`src/rtl/text_display_engine.sv`:
```
// Text-mode display engine: VGA timing, cell/glyph fetch pipeline,
// cursor overlay and 16-colour palette to 24-bit RGB.
module text_display_engine #(
  parameter int H_ACTIVE        = 640,
  parameter int H_FP            = 16,
  parameter int H_SYNC          = 96,
  parameter int H_BP            = 48,
  parameter int V_ACTIVE        = 480,
  parameter int V_FP            = 10,
  parameter int V_SYNC          = 2,
  parameter int V_BP            = 33,
  parameter int CELL_W          = 8,
  parameter int CELL_H          = 16,
  parameter int X_ADDR_WIDTH    = 7,
  parameter int Y_ADDR_WIDTH    = 5,
  parameter int FONT_ADDR_WIDTH = 12,
  parameter int BLINK_FRAMES    = 30
) (
  input  logic                       clk,
  input  logic                       rst,
  input  logic                       pix_en,
  input  logic [X_ADDR_WIDTH-1:0]    cursor_x,
  input  logic [Y_ADDR_WIDTH-1:0]    cursor_y,
  input  logic [1:0]                 cursor_mode,
  output logic [X_ADDR_WIDTH-1:0]    x_addr,
  output logic [Y_ADDR_WIDTH-1:0]    y_addr,
  input  logic [15:0]                cell_data,
  output logic [FONT_ADDR_WIDTH-1:0] font_addr,
  input  logic [CELL_W-1:0]          font_data,
  output logic                       vga_hs,
  output logic                       vga_vs,
  output logic                       vga_blankn,
  output logic [7:0]                 vga_r,
  output logic [7:0]                 vga_g,
  output logic [7:0]                 vga_b
);

  localparam int H_TOTAL = H_ACTIVE + H_FP + H_SYNC + H_BP;
  localparam int V_TOTAL = V_ACTIVE + V_FP + V_SYNC + V_BP;
  localparam int HW  = $clog2(H_TOTAL);
  localparam int VW  = $clog2(V_TOTAL);
  localparam int CWB = $clog2(CELL_W);
  localparam int CHB = $clog2(CELL_H);
  localparam int PXW = (CWB > 0) ? CWB : 1;
  localparam int LYW = (CHB > 0) ? CHB : 1;
  localparam int FCW = $clog2(BLINK_FRAMES + 1);

  localparam logic [PXW-1:0] PX_MAX = PXW'(CELL_W - 1);
  localparam logic [LYW-1:0] LY_MAX = LYW'(CELL_H - 1);
  localparam logic [X_ADDR_WIDTH-1:0] X_LAST =
    X_ADDR_WIDTH'(H_ACTIVE / CELL_W - 1);
  localparam logic [Y_ADDR_WIDTH-1:0] Y_LAST =
    Y_ADDR_WIDTH'(V_ACTIVE / CELL_H - 1);

  logic [HW-1:0]  h_cnt;
  logic [VW-1:0]  v_cnt;
  logic [FCW-1:0] frame_cnt;
  logic           blink_phase;
  logic           h_end, v_end;

  logic                    h_act, v_act, act0, hs0, vs0;
  logic [X_ADDR_WIDTH-1:0] col0;
  logic [Y_ADDR_WIDTH-1:0] row0;
  logic [PXW-1:0]          px0;
  logic [LYW-1:0]          ly0;

  logic           act1, hs1, vs1;
  logic [PXW-1:0] px1;
  logic [LYW-1:0] ly1;

  logic                    act2, hs2, vs2;
  logic [PXW-1:0]          px2;
  logic [LYW-1:0]          ly2;
  logic [X_ADDR_WIDTH-1:0] x2;
  logic [Y_ADDR_WIDTH-1:0] y2;
  logic [3:0]              fg2, bg2;

  logic       cur_pos, ul_hit, blk_hit, glyph, pix_bit;
  logic [3:0] fg_e, bg_e, idx;
  logic [7:0] pal_r, pal_g, pal_b;

  function automatic logic [7:0] level(input logic hi, input logic lo);
    level = (hi ? 8'hAA : 8'h00) + (lo ? 8'h55 : 8'h00);
  endfunction

  assign h_end = h_cnt == HW'(H_TOTAL - 1);
  assign v_end = v_cnt == VW'(V_TOTAL - 1);

  always_comb begin
    h_act = h_cnt < HW'(H_ACTIVE);
    v_act = v_cnt < VW'(V_ACTIVE);
    act0  = h_act && v_act;
    hs0   = !((h_cnt >= HW'(H_ACTIVE + H_FP)) &&
              (h_cnt < HW'(H_ACTIVE + H_FP + H_SYNC)));
    vs0   = !((v_cnt >= VW'(V_ACTIVE + V_FP)) &&
              (v_cnt < VW'(V_ACTIVE + V_FP + V_SYNC)));
    col0  = h_act ? X_ADDR_WIDTH'(h_cnt >> CWB) : X_LAST;
    row0  = v_act ? Y_ADDR_WIDTH'(v_cnt >> CHB) : Y_LAST;
    px0   = PXW'(h_cnt & HW'(CELL_W - 1));
    ly0   = LYW'(v_cnt & VW'(CELL_H - 1));
  end

  always_ff @(posedge clk or posedge rst) begin
    if (rst) begin
      h_cnt       <= '0;
      v_cnt       <= '0;
      frame_cnt   <= '0;
      blink_phase <= 1'b1;
    end else if (pix_en) begin
      if (h_end) begin
        h_cnt <= '0;
        v_cnt <= v_end ? '0 : v_cnt + 1'b1;
      end else begin
        h_cnt <= h_cnt + 1'b1;
      end
      if (h_end && v_end) begin
        if (frame_cnt == FCW'(BLINK_FRAMES - 1)) begin
          frame_cnt   <= '0;
          blink_phase <= ~blink_phase;
        end else begin
          frame_cnt <= frame_cnt + 1'b1;
        end
      end
    end
  end

  // Sync pipeline resets high so no false pulse leaves during flush
  always_ff @(posedge clk or posedge rst) begin
    if (rst) begin
      x_addr    <= '0;
      y_addr    <= '0;
      px1       <= '0;
      ly1       <= '0;
      act1      <= 1'b0;
      hs1       <= 1'b1;
      vs1       <= 1'b1;
      font_addr <= '0;
      fg2       <= '0;
      bg2       <= '0;
      px2       <= '0;
      ly2       <= '0;
      x2        <= '0;
      y2        <= '0;
      act2      <= 1'b0;
      hs2       <= 1'b1;
      vs2       <= 1'b1;
    end else if (pix_en) begin
      x_addr    <= col0;
      y_addr    <= row0;
      px1       <= px0;
      ly1       <= ly0;
      act1      <= act0;
      hs1       <= hs0;
      vs1       <= vs0;
      font_addr <= (FONT_ADDR_WIDTH'(cell_data[7:0]) << CHB) |
                   FONT_ADDR_WIDTH'(ly1);
      fg2       <= cell_data[11:8];
      bg2       <= cell_data[15:12];
      px2       <= px1;
      ly2       <= ly1;
      x2        <= x_addr;
      y2        <= y_addr;
      act2      <= act1;
      hs2       <= hs1;
      vs2       <= vs1;
    end
  end

  always_comb begin
    cur_pos = (x2 == cursor_x) && (y2 == cursor_y);
    ul_hit  = 1'b0;
    blk_hit = 1'b0;
    case (cursor_mode)
      2'd1:    ul_hit  = cur_pos && blink_phase && (ly2 == LY_MAX);
      2'd2:    blk_hit = cur_pos && blink_phase;
      2'd3:    blk_hit = cur_pos;
      default: ;
    endcase
    glyph   = font_data[PX_MAX - px2];
    pix_bit = glyph | ul_hit;
    fg_e    = ul_hit ? 4'd7 : (blk_hit ? bg2 : fg2);
    bg_e    = blk_hit ? fg2 : bg2;
    idx     = pix_bit ? fg_e : bg_e;
    pal_r   = level(idx[2], idx[3]);
    pal_g   = level(idx[1], idx[3]);
    pal_b   = level(idx[0], idx[3]);
  end

  always_ff @(posedge clk or posedge rst) begin
    if (rst) begin
      vga_hs     <= 1'b1;
      vga_vs     <= 1'b1;
      vga_blankn <= 1'b0;
      vga_r      <= '0;
      vga_g      <= '0;
      vga_b      <= '0;
    end else if (pix_en) begin
      vga_hs     <= hs2;
      vga_vs     <= vs2;
      vga_blankn <= act2;
      vga_r      <= act2 ? pal_r : 8'h00;
      vga_g      <= act2 ? pal_g : 8'h00;
      vga_b      <= act2 ? pal_b : 8'h00;
    end
  end

endmodule
```
`config.mk`:
```
export PLATFORM = sky130hd
export DESIGN_NAME = text_display_engine
export DESIGN_NICKNAME = d
export VERILOG_FILES = /design/src/rtl/text_display_engine.sv
export SDC_FILE = /design/constraint.sdc
export NUM_CORES = 1
export LEC_CHECK = 0
export BUFFER_PORTS_ARGS = -buffer_cell sky130_fd_sc_hd__buf_2
export CAP_MARGIN = 20
export CORE_ASPECT_RATIO = 0.7
export CORE_UTILIZATION = 59
export CTS_BUF_LIST = sky130_fd_sc_hd__clkbuf_4 sky130_fd_sc_hd__clkbuf_8 sky130_fd_sc_hd__clkbuf_16
export DETAILED_ROUTE_END_ITERATION = 10
export GPL_ROUTABILITY_DRIVEN = 0
export PLACE_DENSITY_LB_ADDON = 0.1
export SLEW_MARGIN = 5
export SYNTH_ARGS = -nofsm -noshare
export SYNTH_HDL_FRONTEND = slang
export SYNTH_SLANG_ARGS = --single-unit
```
`constraint.sdc`:
```
create_clock -name clk -period 8.5 [get_ports clk]
set_clock_uncertainty 0.2 [all_clocks]
set_input_delay 1.7 -clock clk [delete_from_list [all_inputs] [get_ports clk]]
set_output_delay 1.7 -clock clk [all_outputs]
set_load 0.005 [all_outputs]
```
==> impl_metrics.yaml <==
layout:
  syn_to_final_growth_pct: 12.8
  mostFrequentLayoutCells: "91 x buf_2, 86 x dfrtp_1, 49 x mux2_2"
  nFillCells: 588
  seqCellArea_um2: 2340
  final_layout_size_suffix_gt1_share_pct: 38.4
  fin_nets: 498
  multi_input_area_um2: 1830
  layout_commonest_cell: "buf_2"
  final_util_pct: 68.6
  antenna_cells: 0
  fin_area_um2: 5000
sta:
  worstMarginPinSlew_ps: 948
  slew_violations: 0
  setup_viol: 0
  finalHoldWorstSlack_ps: 291
  finalCriticalPeriod_ps: 4000
  relSlewSlack_pct: 36.8
  timing.fmax_ghz: 0.250
  grt_setup_unrepaired: "false"
  post-route-period-util_pct: 47.1
  fin_tns_setup_ps: 0
  final_hold_viol_count: 0
pwr:
  p_per_area_nw_per_um2: 221
  ir_drop_mv: 0.112
  leakagePower_nw: 2.31
logic_synthesis:
  yosysTopAreaCellShare_pct: 48.5
  synth_cell_types: 51
  synth_seq_cells: 93
  synthArstFlopShare_pct: 100
  synthCells: 382
  syn_avg_cell_area_um2: 11.6
  synth_seq_area_share_pct: 52.7
  synth_top_cell_by_area: "dfrtp_1"
  syn_nets: 429
  synth_warnings: 0
  syn-cell-area_um2: 4430
  synth.area.top_cells: "dfrtp_1 49%, mux2_2 12%, dfstp_2 4.1%"
  synth_edf_count: 0
  synth_ff_type: "dfrtp_1"
placement:
  place_area_um2: 4810
  place_hpwl_um: 6130
  portBuffers: 91
global_routing:
  grt_pass1_vias: 2858
  antenna_found_initial: 0
  grt_usage_pct: 22.8
  overflow: 0
  grt_max_degree: 84
  grt_first_pass_wirelength_um: 13700
floorplanning:
  die_h_um: 74.5
  top_level_ports: 92
  die_width_um: 106
  start_util_pct: 60.8
  core-area_um2: 7290
  dieArea_um2: 7870
  rows: 26
clock_network:
  cts_setup_buffers: 0
  clkTransAtPathRegs_ps: 100
  clock-sinks: 93
  cts_max_path_buffers: 2
  postCtsHoldBufs: 0
  cts_htree_levels: 3
  clock_latency_ps: 360
  clock-root-buffer: "clkbuf_8"
  tritoncts.num_buffers: 9
  cts_tree: "built"
  ctsResizeCount: 0
drt:
  postRouteAntennaNets: 0
  drcViolationCount: 0
  viasPerCell: 5.55
  drt-initial-drc-count: 153
  first_pass_iters: 5
  wire_per_inst_um: 15.4
  num_vias: 3077
  wl_um: 8520
setup_path:
  critical_path_arrival_ps: 4050
  crit_fanout: 83
  cp_data_required_time_ps: 8550
  r2r_start: "h_cnt[0]$_DFFE_PP0P_"
  critical_path_class: "input port to register"
  r2r_cells: 7
  crit_chain: "buf_2, buf_4, nand4_4, nor4_4, and2_0, o2111ai_1, nand2_1, o21ai_1"
  r2r-end: "frame_cnt[4]$_DFFE_PP0P_"
  worst-path-buf-inv: 2
  crit_family: "simple AND/OR/NAND/NOR gates"
  max_stage_delay_ps: 690
  r2r_slack_ps: 6050
  cpMaxStageDelayCell: "buf_4"
  worstSetupStartpointType: "input port"
  cp-end-kind: "register"
worst_hold_path:
  min_from: "vs1$_DFFE_PP1P_"
  min_to: "vs1$_DFFE_PP1P_"
  worst_hold_path_type: "register to register"
  holdPathStages: 2
run:
  cap_violations: 0
status:
  status: "finished, final reports clean"
-- state kept, by name (all words and copies together), names as in the netlist, 4 cells and up --
register and count:
y_addr 5, font_addr 12, frame_cnt 5, x_addr 7, bg2 4, y2 5
h_cnt 10, v_cnt 10, x2 7, ly1 4, fg2 4
-- cell usage after synthesis, drive strengths merged, types with 3 or more instances --
library cell and count:
and3 3, or2b 4, o21ai 15, nand2 22, nand2b 7, buf 25, o32ai 3, nor2 27
nand3 10, nand4 13, dfrtp 86, dfstp 7, ha 6, xnor2 21, inv 14, mux2i 4
mux2 49, nand3b 3, xor2 5, o211ai 6, a21oi 7, nor4 3, clkbuf 10, nor3 7
o22a 4
-- tightest hold or removal path: stages (launching register included) --
cell     delay (ps)
dfstp_2         380
nor2_1           70
a21oi_1          40
-- cell families after synthesis --
group / count (synthesis) / share of synthesized area [%]
compound gates: 46 / 7.00
xor+xnor: 26 / 5.14
fa+ha+maj: 6 / 1.69
buf+inv: 49 / 6.12
flops: 93 / 52.7
mux: 53 / 13.4
simple gates: 109 / 14.0
-- metrics by stage --
step                total power [W]  setup WS (ps)  cells
finish                      0.00111           4500    554
CTS                         0.00112           4490    554
global placement           0.000821           4220    538
floorplan                  0.000781           4190    382
detailed placement         0.000833           4120    538
global route                0.00117           4290    554
-- metal layers --
| layer | vias up | global-route usage [%] | routed length [µm] |
|---|---|---|---|
| met5 | - | 0 | 0 |
| met4 | 0 | 6.02 | 51 |
| met3 | 7 | 5.17 | 407 |
| met2 | 80 | 38.1 | 4070 |
| met1 | 1524 | 30.9 | 3990 |
| li1 | 1466 | - | - |
-- final cells by class --
class | count | area share, %
Sequential cell | 93 | 46.7
Multi-Input combinational cell | 240 | 36.5
Timing Repair Buffer | 93 | 9.41
Clock buffer | 9 | 2.48
Tap cell | 98 | 2.45
Clock inverter | 7 | 1.33
Inverter | 14 | 1.08
-- worst max path at each step --
stage,startpoint,endpoint,cells past startpoint
4_1_cts,pix_en,frame_cnt[4]$_DFFE_PP0P_,8
3_5_place_dp,pix_en,frame_cnt[4]$_DFFE_PP0P_,8
6_report,pix_en,frame_cnt[4]$_DFFE_PP0P_,8
2_1_floorplan,rst,act1$_DFFE_PP0P_,1
5_1_grt,pix_en,frame_cnt[4]$_DFFE_PP0P_,8
3_3_place_gp,pix_en,frame_cnt[4]$_DFFE_PP0P_,8
-- report_power, final --
| group | switching, W | leakage [nW] | internal (W) |
|---|---|---|---|
| Combinational | 0.000114 | 1.06 | 0.000129 |
| Clock | 0.000169 | 0.0982 | 0.000114 |
| Sequential | 0.0000722 | 1.15 | 0.000506 |
(Power assumes the default switching activity.)
